File: src/rtl/vec_cla_adder_pipe.sv
// vec_cla_adder_pipe: two-stage, lane-segmented carry-lookahead adder/subtractor.
// Stage 1 conditions operands and resolves group carry-ins across the whole
// datapath, cutting the chain at each lane boundary. Stage 2 ripples carries
// inside each BLOCK-bit group and forms lane sums and carry/borrow-outs.
// Mode bits (sub, sew) travel with each operation through both stages.
module vec_cla_adder_pipe #(
    parameter  int WIDTH  = 64,
    parameter  int BLOCK  = 4,
    localparam int NBYTES = WIDTH / 8
) (
    input  logic              clk_i,
    input  logic              rst_ni,
    input  logic              flush_i,
    input  logic              in_valid_i,
    output logic              in_ready_o,
    input  logic [WIDTH-1:0]  a_i,
    input  logic [WIDTH-1:0]  b_i,
    input  logic [NBYTES-1:0] carry_i,
    input  logic              sub_i,
    input  logic [1:0]        sew_i,
    output logic              out_valid_o,
    input  logic              out_ready_i,
    output logic [WIDTH-1:0]  sum_o,
    output logic [NBYTES-1:0] cout_o
);

    localparam int NGROUPS = WIDTH / BLOCK;
    localparam int GPB     = 8 / BLOCK;   // lookahead groups per byte

    // True when byte index byte_idx is the least-significant byte of a lane.
    // 64b lanes on a datapath narrower than 64 bits collapse to one lane.
    function automatic logic is_lane_lsb(input int byte_idx, input logic [1:0] sew);
        case (sew)
            2'b00:   is_lane_lsb = 1'b1;
            2'b01:   is_lane_lsb = (byte_idx % 2) == 0;
            2'b10:   is_lane_lsb = (byte_idx % 4) == 0;
            default: is_lane_lsb = (WIDTH >= 64) ? ((byte_idx % 8) == 0) : (byte_idx == 0);
        endcase
    endfunction

    // Most-significant byte of the lane whose least-significant byte is lsb,
    // clipped to the datapath for a partial top lane.
    function automatic int lane_msb(input int lsb, input logic [1:0] sew);
        int last;
        case (sew)
            2'b00:   last = lsb;
            2'b01:   last = lsb + 1;
            2'b10:   last = lsb + 3;
            default: last = (WIDTH >= 64) ? (lsb + 7) : (NBYTES - 1);
        endcase
        if (last > NBYTES - 1) begin
            last = NBYTES - 1;
        end
        lane_msb = last;
    endfunction

    // ------------------------------------------------------------------
    // Handshake and pipeline occupancy
    // ------------------------------------------------------------------
    logic s1_valid_q, s1_valid_d;
    logic s2_valid_q, s2_valid_d;
    logic s1_adv;
    logic s1_load;
    logic s2_load;

    assign s1_adv     = !s2_valid_q || out_ready_i;
    assign in_ready_o = !s1_valid_q || s1_adv;
    assign s1_load    = in_valid_i && in_ready_o && !flush_i;
    assign s2_load    = s1_valid_q && s1_adv && !flush_i;

    // Valid next-state: flush empties both stages, otherwise each stage fills or drains.
    always_comb begin
        // NOTE: every always_comb output gets a default first, so no path can infer a latch.
        s1_valid_d = s1_valid_q;
        s2_valid_d = s2_valid_q;
        if (flush_i) begin
            s1_valid_d = 1'b0;
            s2_valid_d = 1'b0;
        end else begin
            if (in_ready_o) begin
                s1_valid_d = in_valid_i;
            end
            if (s1_adv) begin
                s2_valid_d = s1_valid_q;
            end
        end
    end

    // Stage valid flags.
    always_ff @(posedge clk_i or negedge rst_ni) begin
        // NOTE: sequential state uses non-blocking assignments so every flop samples pre-edge values.
        if (!rst_ni) begin
            s1_valid_q <= 1'b0;
            s2_valid_q <= 1'b0;
        end else begin
            s1_valid_q <= s1_valid_d;
            s2_valid_q <= s2_valid_d;
        end
    end

    // ------------------------------------------------------------------
    // Operand conditioning and first-level lookahead
    // ------------------------------------------------------------------
    logic [WIDTH-1:0]   b_eff;
    logic [WIDTH-1:0]   g_d;
    logic [WIDTH-1:0]   p_d;
    logic [NGROUPS-1:0] grp_g;
    logic [NGROUPS-1:0] grp_p;
    logic [NGROUPS-1:0] gcin_d;

    // Subtraction is A + ~B + ~borrow; per-bit generate/propagate follow.
    always_comb begin
        b_eff = sub_i ? ~b_i : b_i;
        g_d   = a_i & b_eff;
        p_d   = a_i ^ b_eff;
    end

    // Per-group generate/propagate over BLOCK bits.
    always_comb begin
        logic gen_acc;
        logic prop_acc;
        gen_acc  = 1'b0;
        prop_acc = 1'b1;
        grp_g    = '0;
        grp_p    = '0;
        for (int k = 0; k < NGROUPS; k++) begin
            gen_acc  = 1'b0;
            prop_acc = 1'b1;
            for (int j = 0; j < BLOCK; j++) begin
                gen_acc  = g_d[k*BLOCK+j] | (p_d[k*BLOCK+j] & gen_acc);
                prop_acc = prop_acc & p_d[k*BLOCK+j];
            end
            grp_g[k] = gen_acc;
            grp_p[k] = prop_acc;
        end
    end

    // Second level: group carry-ins; a lane boundary drops the previous group's
    // contribution and injects that lane's conditioned carry-in instead.
    always_comb begin
        logic carry_acc;
        carry_acc = 1'b0;
        gcin_d    = '0;
        for (int k = 0; k < NGROUPS; k++) begin
            if (((k % GPB) == 0) && is_lane_lsb(k / GPB, sew_i)) begin
                carry_acc = carry_i[k/GPB] ^ sub_i;
            end
            gcin_d[k] = carry_acc;
            carry_acc = grp_g[k] | (grp_p[k] & carry_acc);
        end
    end

    // ------------------------------------------------------------------
    // Stage 1 registers
    // ------------------------------------------------------------------
    logic [WIDTH-1:0]   p_q;
    logic [WIDTH-1:0]   g_q;
    logic [NGROUPS-1:0] gcin_q;
    logic               sub_q;
    logic [1:0]         sew_q;

    // Stage-1 payload captured on accept; held while stage 2 is stalled.
    always_ff @(posedge clk_i) begin
        // NOTE: this payload is only consumed when s1_valid_q is set, so it carries no reset.
        if (s1_load) begin
            p_q    <= p_d;
            g_q    <= g_d;
            gcin_q <= gcin_d;
            sub_q  <= sub_i;
            sew_q  <= sew_i;
        end
    end

    // ------------------------------------------------------------------
    // Stage 2: in-group carries, sums, lane carry-outs
    // ------------------------------------------------------------------
    logic [WIDTH-1:0]  sum_d;
    logic [NBYTES-1:0] cout_d;
    logic [NBYTES-1:0] byte_co;   // carry out of each byte's MSB
    logic [WIDTH-1:0]  sum_q;
    logic [NBYTES-1:0] cout_q;

    // Ripple inside each group from its carry-in, then report each lane's
    // carry-out (inverted to a borrow for subtraction) at its LSB byte.
    always_comb begin
        logic carry_acc;
        int   bit_idx;
        carry_acc = 1'b0;
        bit_idx   = 0;
        sum_d     = '0;
        cout_d    = '0;
        byte_co   = '0;
        for (int k = 0; k < NGROUPS; k++) begin
            carry_acc = gcin_q[k];
            for (int j = 0; j < BLOCK; j++) begin
                bit_idx        = k * BLOCK + j;
                sum_d[bit_idx] = p_q[bit_idx] ^ carry_acc;
                carry_acc      = g_q[bit_idx] | (p_q[bit_idx] & carry_acc);
                if ((bit_idx % 8) == 7) begin
                    byte_co[bit_idx/8] = carry_acc;
                end
            end
        end
        for (int i = 0; i < NBYTES; i++) begin
            if (is_lane_lsb(i, sew_q)) begin
                cout_d[i] = byte_co[lane_msb(i, sew_q)] ^ sub_q;
            end
        end
    end

    // Result registers: load on advance, hold while the consumer stalls or on flush.
    always_ff @(posedge clk_i or negedge rst_ni) begin
        if (!rst_ni) begin
            sum_q  <= '0;
            cout_q <= '0;
        end else if (s2_load) begin
            sum_q  <= sum_d;
            cout_q <= cout_d;
        end
    end

    assign out_valid_o = s2_valid_q;
    assign sum_o       = sum_q;
    assign cout_o      = cout_q;

endmodule

File: config.mk
export PLATFORM = sky130hd
export DESIGN_NAME = vec_cla_adder_pipe
export DESIGN_NICKNAME = d
export VERILOG_FILES = /design/src/rtl/vec_cla_adder_pipe.sv
export SDC_FILE = /design/constraint.sdc
export NUM_CORES = 1
export LEC_CHECK = 0
export BUFFER_PORTS_ARGS = -buffer_cell sky130_fd_sc_hd__buf_2
export CORE_AREA = 4 4 145 147
export CTS_BUF_LIST = sky130_fd_sc_hd__clkbuf_8
export DETAILED_ROUTE_END_ITERATION = 8
export DIE_AREA = 0 0 149 151
export GPL_TIMING_DRIVEN = 0
export PLACE_DENSITY = 0.79
export RECOVER_POWER = 100
export SETUP_SLACK_MARGIN = 0.5
export SLEW_MARGIN = 20
export SYNTH_ARGS = -nofsm -noshare
export SYNTH_HDL_FRONTEND = slang
export SYNTH_SLANG_ARGS = --single-unit
File: constraint.sdc
create_clock -name clk_i -period 13.2 [get_ports clk_i]
set_input_delay 2.64 -clock clk_i [delete_from_list [all_inputs] [get_ports clk_i]]
set_output_delay 2.64 -clock clk_i [all_outputs]
set_load 0.02 [all_outputs]
Yosys cells after proc, flatten, opt, wreduce, memory -nomap -nowiden --
Index checks and enable logic that the tools add are counted.
Storage, ports and cells: memory bits (read-only) 0, logic and storage cells 485, output and inout port bits 74, latch bits 0, bits in writable memories 0, memories kept 0, flip-flop bits (word level) 221, bits of input ports 144
Operators by class: shifts and indexed selects 0, magnitude comparators 16, equality and inequality tests 4, reductions and logical operators 17, multiply operators 0, $add $sub $neg 0, divide/modulo/power cells 0, bitwise operators 360, multiplexer cells 79
Operators with widths (number):
- 32-bit 2-to-1 mux | 21
- 32-bit by 4-bit > comparator with 1-bit output, second input constant | 7
- 32-bit by 5-bit < comparator with 1-bit output, second input constant | 7
- 1-bit AND | 161
- 1-bit OR | 116
- 4-bit case mux with 3 select lines | 7
- 1-bit bitwise XOR | 80
- 64-bit AND | 1
- 64-bit 2-to-1 mux | 1
- 64-bit NOT | 1
- 64-bit bitwise XOR | 1
- 1-bit 2-to-1 mux | 40
- 1-bit binary-select mux with 3-bit select | 8
- 3-bit case mux with 3 select lines | 1
- 3-bit OR reduction | 2
- 2-bit by 1-bit equality test with 1-bit output, second input constant | 2
- 2-bit equality test, second input constant | 2
- 1-bit logical AND | 4
- 2-bit zero test | 2
- 3-bit by 4-bit < comparator with 1-bit output, second input constant | 1
- 2-bit nonzero test | 2
- 2-bit OR reduction | 2
- 3-bit > comparator, second input constant | 1
- 1-bit zero test | 3
- other kinds (2) | 3

Logic depth before layout (Yosys ltp) --
Gate-level depths: netlist of run 1.
depth after elaboration 45, mapped depth 14, gate-level depth less buffers 14

Worst setup path after synthesis of run 1 --
No wires, ideal clock.
path type in2reg, from in out_ready_i, to reg g_q[0], enable pin, arrival time 6.158 ns, slack 6.526 ns, library setup time 0.516 ns, buffers on the path 0, data required time 12.684 ns, stages on the path 3, cells stage by stage nor2b_1 > nand2_1 > and3b_1
Between the ends: longest elaborated chain between the ends 4
RTL lines:
- start: declaration | line 22 | input logic out_ready_i,
- 1-bit logical OR | line 66 | assign s1_adv = !s2_valid_q || out_ready_i;
- 1-bit logical OR | line 67 | assign in_ready_o = !s1_valid_q || s1_adv;
- via in_ready_o | line 15 | output logic in_ready_o,
- 1-bit logical AND (2 in a row) | line 68 | assign s1_load = in_valid_i && in_ready_o && !flush_i;
- via s1_load | line 63 | logic s1_load;
- end signal: assignment | line 167 | g_q <= g_d;
- end: declaration | line 157 | logic [WIDTH-1:0] g_q;
The timed path passes the listed nets, and every way through them passes these cells. A chain may end at the register's enable or synchronous reset.

Final worst setup path of run 1 --
from in sub_i, to reg gcin_q[15], data pin
Between the ends: elaborated cells between the ends (all ways) 183, classes of those cells mux: 8; bitwise: 175
RTL lines:
- start: declaration | line 19 | input logic sub_i,
- 64-bit 2-to-1 mux | line 113 | b_eff = sub_i ? ~b_i : b_i;
- 64-bit AND | line 114 | g_d = a_i & b_eff;
- via g_d[2] | line 105 | logic [WIDTH-1:0] g_d;
- 1-bit OR | line 130 | gen_acc = g_d[k*BLOCK+j] | (p_d[k*BLOCK+j] & gen_acc);
- 1-bit AND | line 130
- 1-bit OR | line 130
- 1-bit OR | line 149 | carry_acc = grp_g[k] | (grp_p[k] & carry_acc);
- 1-bit AND | line 149
- [... 27 more ...]
- 1-bit AND | line 149
- 1-bit OR | line 149
- 1-bit AND | line 149
- 1-bit OR | line 149
- 1-bit 2-to-1 mux | line 145 | if (((k % GPB) == 0) && is_lane_lsb(k / GPB, sew_i)) begin
- 1-bit AND | line 149
- 1-bit OR | line 149
- via gcin_d[15] | line 109 | logic [NGROUPS-1:0] gcin_d;
- end signal: assignment | line 168 | gcin_q <= gcin_d;
- end: declaration | line 158 | logic [NGROUPS-1:0] gcin_q;
The timed path passes the listed nets, and every way through them passes these cells.

==> results of run 1 <==
[stage by stage]
stage          instance area, sq um  hold slack [ns]  util (%)  cells  total power [mW]
2_1_floorplan                 10680           0.5168         -    884             1.069
3_5_place_dp                  12200           0.4579     61.28   1375             1.215
5_1_grt                       12710           0.4962     63.84   1446             1.854
6_report                      12710           0.4682     63.84   1446             1.755
3_3_place_gp                  12100           0.4524     60.77   1371             1.202
4_1_cts                       12920           0.4719     64.88   1445             1.792
[final cells by class]
| type | instances | area, sq um |
|---|---|---|
| antenna | 1 | 2.502 |
| buffer | 27 | 105.1 |
| clock buffer | 45 | 619.3 |
| clock inverter | 25 | 97.59 |
| fill | 1646 | 7198 |
| inverter | 11 | 41.29 |
| multi-input combinational | 633 | 4477 |
| sequential | 213 | 6026 |
| tap | 270 | 337.8 |
| timing repair buffer | 221 | 1005 |
[cell families after synthesis]
family / synth area share, %
flip-flops: 56.45
AO/OA/AOI/OAI: 6.552
AND/OR/NAND/NOR: 12.67
buffers and inverters: 1.488
XOR/XNOR: 7.290
multiplexers: 0.7853
adder cells (fa/ha/maj): 14.77
[sequential cells by signal, indices dropped and copies added (netlist names)]
| register | count |
|---|---|
| cout_o | 8 |
| g_q | 56 |
| gcin_q | 16 |
| out_valid_o | 1 |
| p_q | 64 |
| s1_valid_q | 1 |
| sew_q | 2 |
| sub_q | 1 |
| sum_o | 64 |
[metal layers]
metal  up-vias  part of all wire (%)  GRT usage, %
li1       3644                     -             -
met1      3534                    42         28.44
met2       274                    49         36.98
met3        39                   6.7         4.458
met4         0                   2.4         6.911
met5         -                     0             0
[power groups by stage]
stage | Combinational, mW | Sequential (mW) | Clock [mW]
global placement | 0.356 | 0.846 | 0
detailed placement | 0.370 | 0.845 | 0
floorplan | 0.168 | 0.901 | 0
global route | 0.390 | 0.843 | 0.620
finish | 0.351 | 0.835 | 0.569
CTS | 0.372 | 0.833 | 0.586
[Yosys cell counts (2+ instances only)]
library cell	count
a211oi_1	6
a21o_1	8
a21oi_1	30
a221o_1	4
and2_1	2
buf_1	3
buf_2	4
clkbuf_1	18
dfrtp_1	74
edfxtp_1	139
ha_1	126
inv_1	11
mux2i_1	5
nand2_1	197
nand3_1	2
nand4_1	11
nor2_1	28
nor2_2	2
nor2b_1	2
nor3_1	8
nor3b_1	2
o2111ai_1	2
o211ai_1	2
o21ai_0	33
o21ai_1	2
o31ai_1	2
or2_2	41
or3_1	2
xnor2_1	9
xor2_1	78
[worst max-delay path: cells and delay by family]
family,cells,cell delay [ns]
AOI/OAI and AO/OA,4,1.55
xor gates and xnor gates,1,0.16
adders and majority gates,1,0.26
buffers and inverters,4,2.35
and+or+nand+nor,3,0.96
[worst max path at each step]
stage | startpoint | endpoint | slack [ns] | cells after the start
after floorplan | out_ready_i | g_q[0] | 6.53 | 3
after global placement | out_ready_i | p_q[35] | 5.36 | 4
after detailed placement | sub_i | gcin_q[15] | 6.17 | 13
after CTS | sub_i | gcin_q[15] | 6.72 | 13
after global routing | sub_i | gcin_q[15] | 5.22 | 13
final | sub_i | gcin_q[15] | 5.51 | 13
==> results_dict.tcl, run 1 <==
set metrics [dict create \
    outcome "finished, violations left" \
    failed_checks "capacitance limit, slew limit" \
    ctsResizeCount 0 \
    powerDensity_mw_per_mm2 138.1 \
    finalHoldViolCount 0 \
    globalRouteOverflowTotal 0 \
    cp_slowest_cell "clkbuf_1" \
    route.detailed.drc 0 \
    cts_hold_buffers 0 \
    combPwrFrac_pct 20.0 \
    fin_crit_ns 7.687 \
    die_area_sq_mm 0.02250 \
    internal_power_mw 1.234 \
    startpoint_type "input port" \
    holdPathStages 2 \
    async_flop_share_pct 34.74 \
    syn_inst 884 \
    synth_fp_nets 1154 \
    place_ws_ns 6.168 \
    ys_ff_latch 213 \
    post_cts_buffers 0 \
    rrSetupSlack_ns 7.93 \
    skew_ns 0.01324 \
    power.switching_uw 521.6 \
    cts_buffer_depth 3 \
    synth_top_area_cell "edfxtp_1" \
    hpwlAfterDp_microns 18690 \
    r2r_end "g_q[34]" \
    port_buffers 217 \
    seqPwrFrac_pct 47.6 \
    routed_wl_microns 24830 \
    yosys_warnings 0 \
    final_common_cell "nand2_1" \
    h-tree-depth 2 \
    dr.pass1.iters 5 \
    end_kind "flip-flop" \
    yosys.area.top_type_share_pct 39.10 \
    cts_sinks 213 \
    wl_per_cell_microns 17.17 \
    cts_tree "done" \
    period_share_pct 58.24 \
    track_usage_pct 21.83 \
    ff2ff_path_depth 5 \
    final_nets 1415 \
    yosysUniqueCellTypes 61 \
    crit_arrival_ns 7.94 \
    ir_drop_mv 0.07197 \
    clk_latency_ns 0.51 \
    syn_avg_cell_area_sq_um 12.08 \
    gp_congestion 0.8100 \
    yosys-top-cells-area "edfxtp_1 39%, dfrtp_1 17%, ha_1 15%" \
    ant_nets 0 \
    row_count 52 \
    cp.required_ns 13.46 \
    path_clk_slew_ns 0.06 \
    mostFrequentLayoutCells "197 x nand2_1, 140 x buf_2, 139 x edfxtp_1, 126 x ha_1, 106 x clkbuf_1" \
    coreArea_sq_mm 0.01991 \
    cts_made_buffers 38 \
    grt_pass1_vias 7576 \
    synth.cell_area_sq_mm 0.01068 \
    crit_path_max_fanout 10 \
    min_from "sum_o[17]" \
    synth-seq-area-share_pct 56.45 \
    pwr-share-clk_pct 32.4 \
    fmax_ghz 0.1301 \
    tns_ns 0 \
    worst_slack_ns 5.513 \
    switching_share_pct 29.71 \
    drv_cap 5 \
    via_count 7491 \
    synth_flop_cell "edfxtp_1" \
    drt_iter0_drc 367 \
    hp-class "flip-flop to flip-flop" \
    finalMaxSlewViolations 206 \
    start_util_pct 53.62 \
    path_class "input port to flip-flop" \
    slowest_delay_ns 0.79 \
    die_w_microns 149 \
    max_slew_margin_pct -88.11 \
    die_h_microns 151 \
    area.growth.synth_to_final_pct 19.07 \
    grt_max_degree 54 \
    clockRootBuffer "clkbuf_8" \
    cpMostUsedCell "clkbuf_1" \
    hold_path_end "sum_o[17]" \
    rr_startpoint "out_valid_o" \
    crit_chain "clkbuf_1 -> clkbuf_1 -> clkbuf_1 -> clkbuf_1 -> xor2_1 -> ha_1 -> or3_1 -> a221o_1 -> a211oi_1 -> nor4bb_1 -> nor2_1 -> o21ai_0 -> a221o_1" \
    rsz0062_at_grt "false" \
    synth-edff-count 139 \
    finalSetupViolations 0 \
    total_leakage_power_nw 5.828 \
    grt_first_pass_wirelength_microns 37980 \
    pin_count 218 \
    tightest_slew_ns 2.822 \
    drive_gt1_share_pct 20.60 \
    antenna_found_initial 1 \
    via_per_inst 5.180 \
]
(Power assumes the default switching activity.)
==> run 2, diff against run 1 <==
- CORE_AREA: 4 4 145 147 -> 4 4 149 151
- DIE_AREA: 0 0 149 151 -> 0 0 153 155
- PLACE_DENSITY: 0.79 -> 0.78
- clock period: 13.2 -> 6.3 ns (I/O delays scaled with it)
==> run 2 against run 1 <==
The run still ends with capacitance limit, slew limit left. Clock skew grew 0.0041 ns. Critical path depth unchanged. Cell area up 0.22%. Clock power rose by 110%. Setup slack worse by 4.8 ns. Count of clock-buffer cells in the layout is 1 lower. Utilization decreased by 2.7 points. Via count up 0.68%. Global-route usage is 0.95 points lower. Sequential share of layout area is 0.10 points lower. Power grew 110%. First-iteration DRC count up 21%.
==> results_dict.tcl, run 2 (synthesized netlist as in run 1, its figures left out) <==
set metrics [dict create \
    failed_checks "capacitance limit, slew limit" \
    total_power_mw 3.668 \
    crit_arrival_ns 5.85 \
    h-tree-depth 2 \
    end_kind "flip-flop" \
    fmax_ghz 0.1784 \
    via_per_inst 5.205 \
    outcome "finished, violations left" \
    holdPathStages 2 \
    mostFrequentLayoutCells "197 x nand2_1, 139 x edfxtp_1, 139 x buf_2, 126 x ha_1, 105 x clkbuf_1" \
    final_nets 1414 \
    pin_count 218 \
    max_slew_margin_pct -77.82 \
    start_util_pct 51.27 \
    globalRouteOverflowTotal 0 \
    finalMaxSlewViolations 149 \
    cts_sinks 213 \
    cts_made_buffers 37 \
    clockRootBuffer "clkbuf_8" \
    crit_chain "clkbuf_1 -> buf_6 -> clkbuf_1 -> clkbuf_1 -> xor2_1 -> ha_1 -> or3_1 -> a221o_1 -> a211oi_1 -> nor4bb_1 -> nor2_2 -> o21ai_0 -> a221o_1" \
    min_from "sum_o[39]" \
    tightest_slew_ns 2.667 \
    ff2ff_path_depth 5 \
    rsz0062_at_grt "false" \
    skew_ns 0.01739 \
    track_usage_pct 20.88 \
    finalHoldViolCount 0 \
    die_area_sq_mm 0.02372 \
    cp.required_ns 6.55 \
    powerDensity_mw_per_mm2 288.0 \
    crit_path_max_fanout 10 \
    fin_crit_ns 5.604 \
    area.growth.synth_to_final_pct 19.33 \
    grt_max_degree 50 \
    final_common_cell "nand2_1" \
    slowest_delay_ns 0.74 \
    die_h_microns 155 \
    cpMostUsedCell "clkbuf_1" \
    port_buffers 217 \
    period_share_pct 88.95 \
    dp_cells 1380 \
    rr_startpoint "out_valid_o" \
    ant_nets 0 \
    coreArea_sq_mm 0.02082 \
    hold_path_end "sum_o[39]" \
    total_leakage_power_nw 5.817 \
    dr.pass1.iters 5 \
    ir_drop_mv 0.1327 \
    gp_congestion 0.8534 \
    layout.cells.non_filler 1449 \
    via_count 7542 \
    rrSetupSlack_ns 2.66 \
    die_w_microns 153 \
    path_clk_slew_ns 0.07 \
    hp-class "flip-flop to flip-flop" \
    route.detailed.drc 0 \
    cts_hold_buffers 0 \
    r2r_end "p_q[34]" \
    drive_gt1_share_pct 20.97 \
    hpwlAfterDp_microns 18790 \
    path_class "input port to flip-flop" \
    routed_wl_microns 25040 \
    grt_first_pass_wirelength_microns 39320 \
    drv_cap 4 \
    clk_latency_ns 0.52 \
    startpoint_type "input port" \
    drt_iter0_drc 444 \
    post_cts_buffers 0 \
    antenna_found_initial 0 \
    wl_per_cell_microns 17.28 \
    hold_ws_ns 0.4716 \
    ctsResizeCount 0 \
    row_count 53 \
    finalSetupViolations 0 \
    utilization_pct 61.18 \
    cp_slowest_cell "clkbuf_1" \
    grt_pass1_vias 7690 \
    cts_tree "done" \
    cts_buffer_depth 3 \
]
## run 2: worst max path at each step
| stage | startpoint | endpoint | slack [ns] | cells after the start |
|---|---|---|---|---|
| 2_1_floorplan | out_ready_i | g_q[0] | 1.01 | 3 |
| 3_3_place_gp | out_ready_i | g_q[34] | -0.16 | 4 |
| 4_1_cts | sub_i | gcin_q[15] | 1.07 | 13 |
| 3_5_place_dp | sub_i | gcin_q[15] | 0.54 | 13 |
| 5_1_grt | sub_i | gcin_q[15] | 0.48 | 13 |
| 6_report | sub_i | gcin_q[15] | 0.70 | 13 |
## run 2: power breakdown
part           internal, mW  switching (mW)
registers              1.67          0.0713
logic                 0.264           0.476
clock network         0.635           0.548
## run 2: area by class of cell
type                    count  area, sq um
inverters                  11        41.29
well taps                 275        344.1
flip-flops and latches    213         6026
plain buffers              27        112.6
clock buffers              44        605.6
fillers                  1710         8084
multi-input cells         633         4479
diodes                      1        2.502
clock inverters            24        100.1
repair buffers            221         1027
## run 2: layer usage
metal / global-route usage, % / wire length, microns
met3: 3.866 / 1622
met5: 0 / 0
met2: 34.86 / 12110
met1: 27.68 / 10550
met4: 7.340 / 761
## run 2: metrics by stage
stage / TNS [ns] / cell area, sq um / setup slack [ns]
3_3_place_gp: -20.69 / 12110 / -0.1620
2_1_floorplan: 0 / 10680 / 1.006
5_1_grt: 0 / 12740 / 0.4804
4_1_cts: 0 / 12910 / 1.072
3_5_place_dp: 0 / 12210 / 0.5413
6_report: 0 / 12740 / 0.6959
## run 2: worst max-delay path, delay by kind of cell
kind | cells | cell delay, ns
xor gates and xnor gates | 1 | 0.17
and+or+nand+nor | 3 | 0.81
AOI/OAI and AO/OA | 4 | 1.46
buffers and inverters | 4 | 1.85
adders and majority gates | 1 | 0.27
==> run 3, diff against run 2 <==
==> constraint.sdc (replaced) <==
create_clock -name clk_i -period 6.3 [get_ports clk_i]
set_input_delay 1.26 -clock clk_i [delete_from_list [all_inputs] [get_ports clk_i]]
set_output_delay 1.26 -clock clk_i [all_outputs]
set_load 0.1 [all_outputs]
==> run 3 against run 2 <==
The run still ends with capacitance limit, slew limit left. Combinational power up 81%. Global-route usage decreased by 0.092 points. Critical path type unchanged. Sequential power is essentially flat. Highest routed layer unchanged. Critical endpoint unchanged. Critical path depth is the same. Utilization fell by 0.084 points. Clock skew grew 0.00074 ns.
==> results_dict.tcl, run 3 (synthesized netlist as in run 1, its figures left out) <==
set metrics [dict create \
    ff2ff_path_depth 4 \
    dp_cells 1379 \
    place_ws_ns 0.4768 \
    seq_area_sq_mm 0.006026 \
    fillCellCount 1730 \
    seqPwrFrac_pct 40.5 \
    final_nets 1413 \
    cts_hold_buffers 0 \
    die_h_microns 155 \
    post_cts_buffers 0 \
    r2r_end "p_q[16]" \
    mostFrequentLayoutCells "197 x nand2_1, 140 x buf_2, 139 x edfxtp_1, 126 x ha_1, 104 x clkbuf_1" \
    power.switching_mw 1.702 \
    dr.pass1.iters 4 \
    total_leakage_power_nw 5.804 \
    drt_iter0_drc 410 \
    cp_num_buf_inv 4 \
    crit_path_max_fanout 10 \
    crit_family "buffers and inverters" \
    crit_chain "clkbuf_1 -> buf_6 -> clkbuf_1 -> clkbuf_1 -> xor2_1 -> ha_1 -> or3_1 -> a221o_1 -> a211oi_1 -> nor4bb_1 -> nor2_1 -> o21ai_2 -> a221o_1" \
    multi_input_area_sq_mm 0.004476 \
    route.detailed.drc 0 \
    grt_pass1_vias 7592 \
    end_kind "flip-flop" \
    startpoint "sub_i" \
    cts_buffer_depth 3 \
    max_slew_margin_pct -81.06 \
    min_from "sum_o[52]" \
    tightest_slew_ns 2.716 \
    switching_share_pct 39.43 \
    die_w_microns 153 \
    cts_made_buffers 37 \
    antenna_cells 0 \
    cp.required_ns 6.55 \
    grt_first_pass_wirelength_microns 39030 \
    cp_slowest_cell "clkbuf_1" \
    track_usage_pct 20.79 \
    fin_crit_ns 5.603 \
    outcome "finished, violations left" \
    holdPathStages 2 \
    routed_wl_microns 25130 \
    port_buffers 217 \
    gp_congestion 0.8410 \
    wl_per_cell_microns 17.39 \
    hpwlAfterDp_microns 18680 \
    globalRouteOverflowTotal 0 \
    start_util_pct 51.27 \
    rr_startpoint "out_valid_o" \
    antenna_found_initial 0 \
    cts_sinks 213 \
    path_clk_slew_ns 0.06 \
    hp-class "flip-flop to flip-flop" \
    ctsResizeCount 0 \
    clockRootBuffer "clkbuf_8" \
    area.growth.synth_to_final_pct 19.16 \
    row_count 53 \
    startpoint_type "input port" \
    grt_max_degree 51 \
    crit_arrival_ns 5.85 \
    ant_nets 0 \
    drive_gt1_share_pct 20.68 \
    ir_drop_mv 0.2606 \
    die_area_sq_mm 0.02372 \
    finalHoldViolCount 0 \
    worst_slack_ns 0.6971 \
    clk_latency_ns 0.51 \
    final_common_cell "nand2_1" \
    layout.cells.non_filler 1445 \
    combPwrFrac_pct 31.1 \
    finalMaxSlewViolations 221 \
    cts_tree "done" \
    skew_ns 0.01812 \
    cpMostUsedCell "clkbuf_1" \
    rsz0062_at_grt "false" \
    period_share_pct 88.94 \
    tns_ns 0 \
    coreArea_sq_mm 0.02082 \
    slowest_delay_ns 0.76 \
    drv_cap 5 \
    hold_ws_ns 0.4704 \
    h-tree-depth 2 \
    hold_path_end "sum_o[52]" \
    path_class "input port to flip-flop" \
    fmax_ghz 0.1785 \
    internal_power_mw 2.615 \
    finalSetupViolations 0 \
    pin_count 218 \
    via_count 7400 \
    pwr-share-clk_pct 28.4 \
    powerDensity_mw_per_mm2 339.4 \
    rrSetupSlack_ns 1.59 \
    failed_checks "capacitance limit, slew limit" \
    via_per_inst 5.121 \
]
==> run 3: worst max-delay path by stage <==
stage,endpoint,cells past startpoint
2_1_floorplan,g_q[0],3
3_3_place_gp,gcin_q[15],13
3_5_place_dp,gcin_q[15],13
4_1_cts,gcin_q[15],13
5_1_grt,gcin_q[15],13
6_report,gcin_q[15],13
==> run 3: through the flow <==
step	cell area, sq um	util [%]	total power, mW
global placement	12110	58.14	3.125
global route	12720	61.09	4.521
CTS	12900	61.95	4.388
floorplan	10680	-	2.831
detailed placement	12180	58.49	3.151
finish	12720	61.09	4.317
==> run 3: power groups by stage <==
stage / clock network (mW) / logic, mW / registers [mW]
after floorplan: 0 / 0.356 / 2.48
after global placement: 0 / 1.36 / 1.77
after detailed placement: 0 / 1.38 / 1.77
after CTS: 1.26 / 1.39 / 1.74
after global routing: 1.33 / 1.43 / 1.77
final: 1.22 / 1.34 / 1.75
==> run 3: per-layer routing <==
| layer | GRT usage [%] | share of wire [%] | up-vias |
|---|---|---|---|
| met1 | 27.36 | 44 | 3496 |
| met2 | 35.60 | 49 | 234 |
| met4 | 6.364 | 1.8 | 0 |
| met3 | 3.588 | 5.0 | 33 |
| li1 | - | - | 3637 |
| met5 | 0 | 0 | - |
==> run 3: cell type report <==
type | instances | share of cell area [%]
plain buffers | 27 | 0.8852
multi-input cells | 633 | 35.18
repair buffers | 220 | 7.869
inverters | 11 | 0.3246
flip-flops and latches | 213 | 47.37
well taps | 275 | 2.705
clock buffers | 41 | 4.436
clock inverters | 25 | 1.229
==> run 3: worst register-to-register path, delay by kind of cell (launching register included) <==
| kind | cells | cell delay (ns) |
|---|---|---|
| buf+inv | 1 | 2.03 |
| flops | 1 | 0.37 |
| simple gates | 3 | 1.83 |
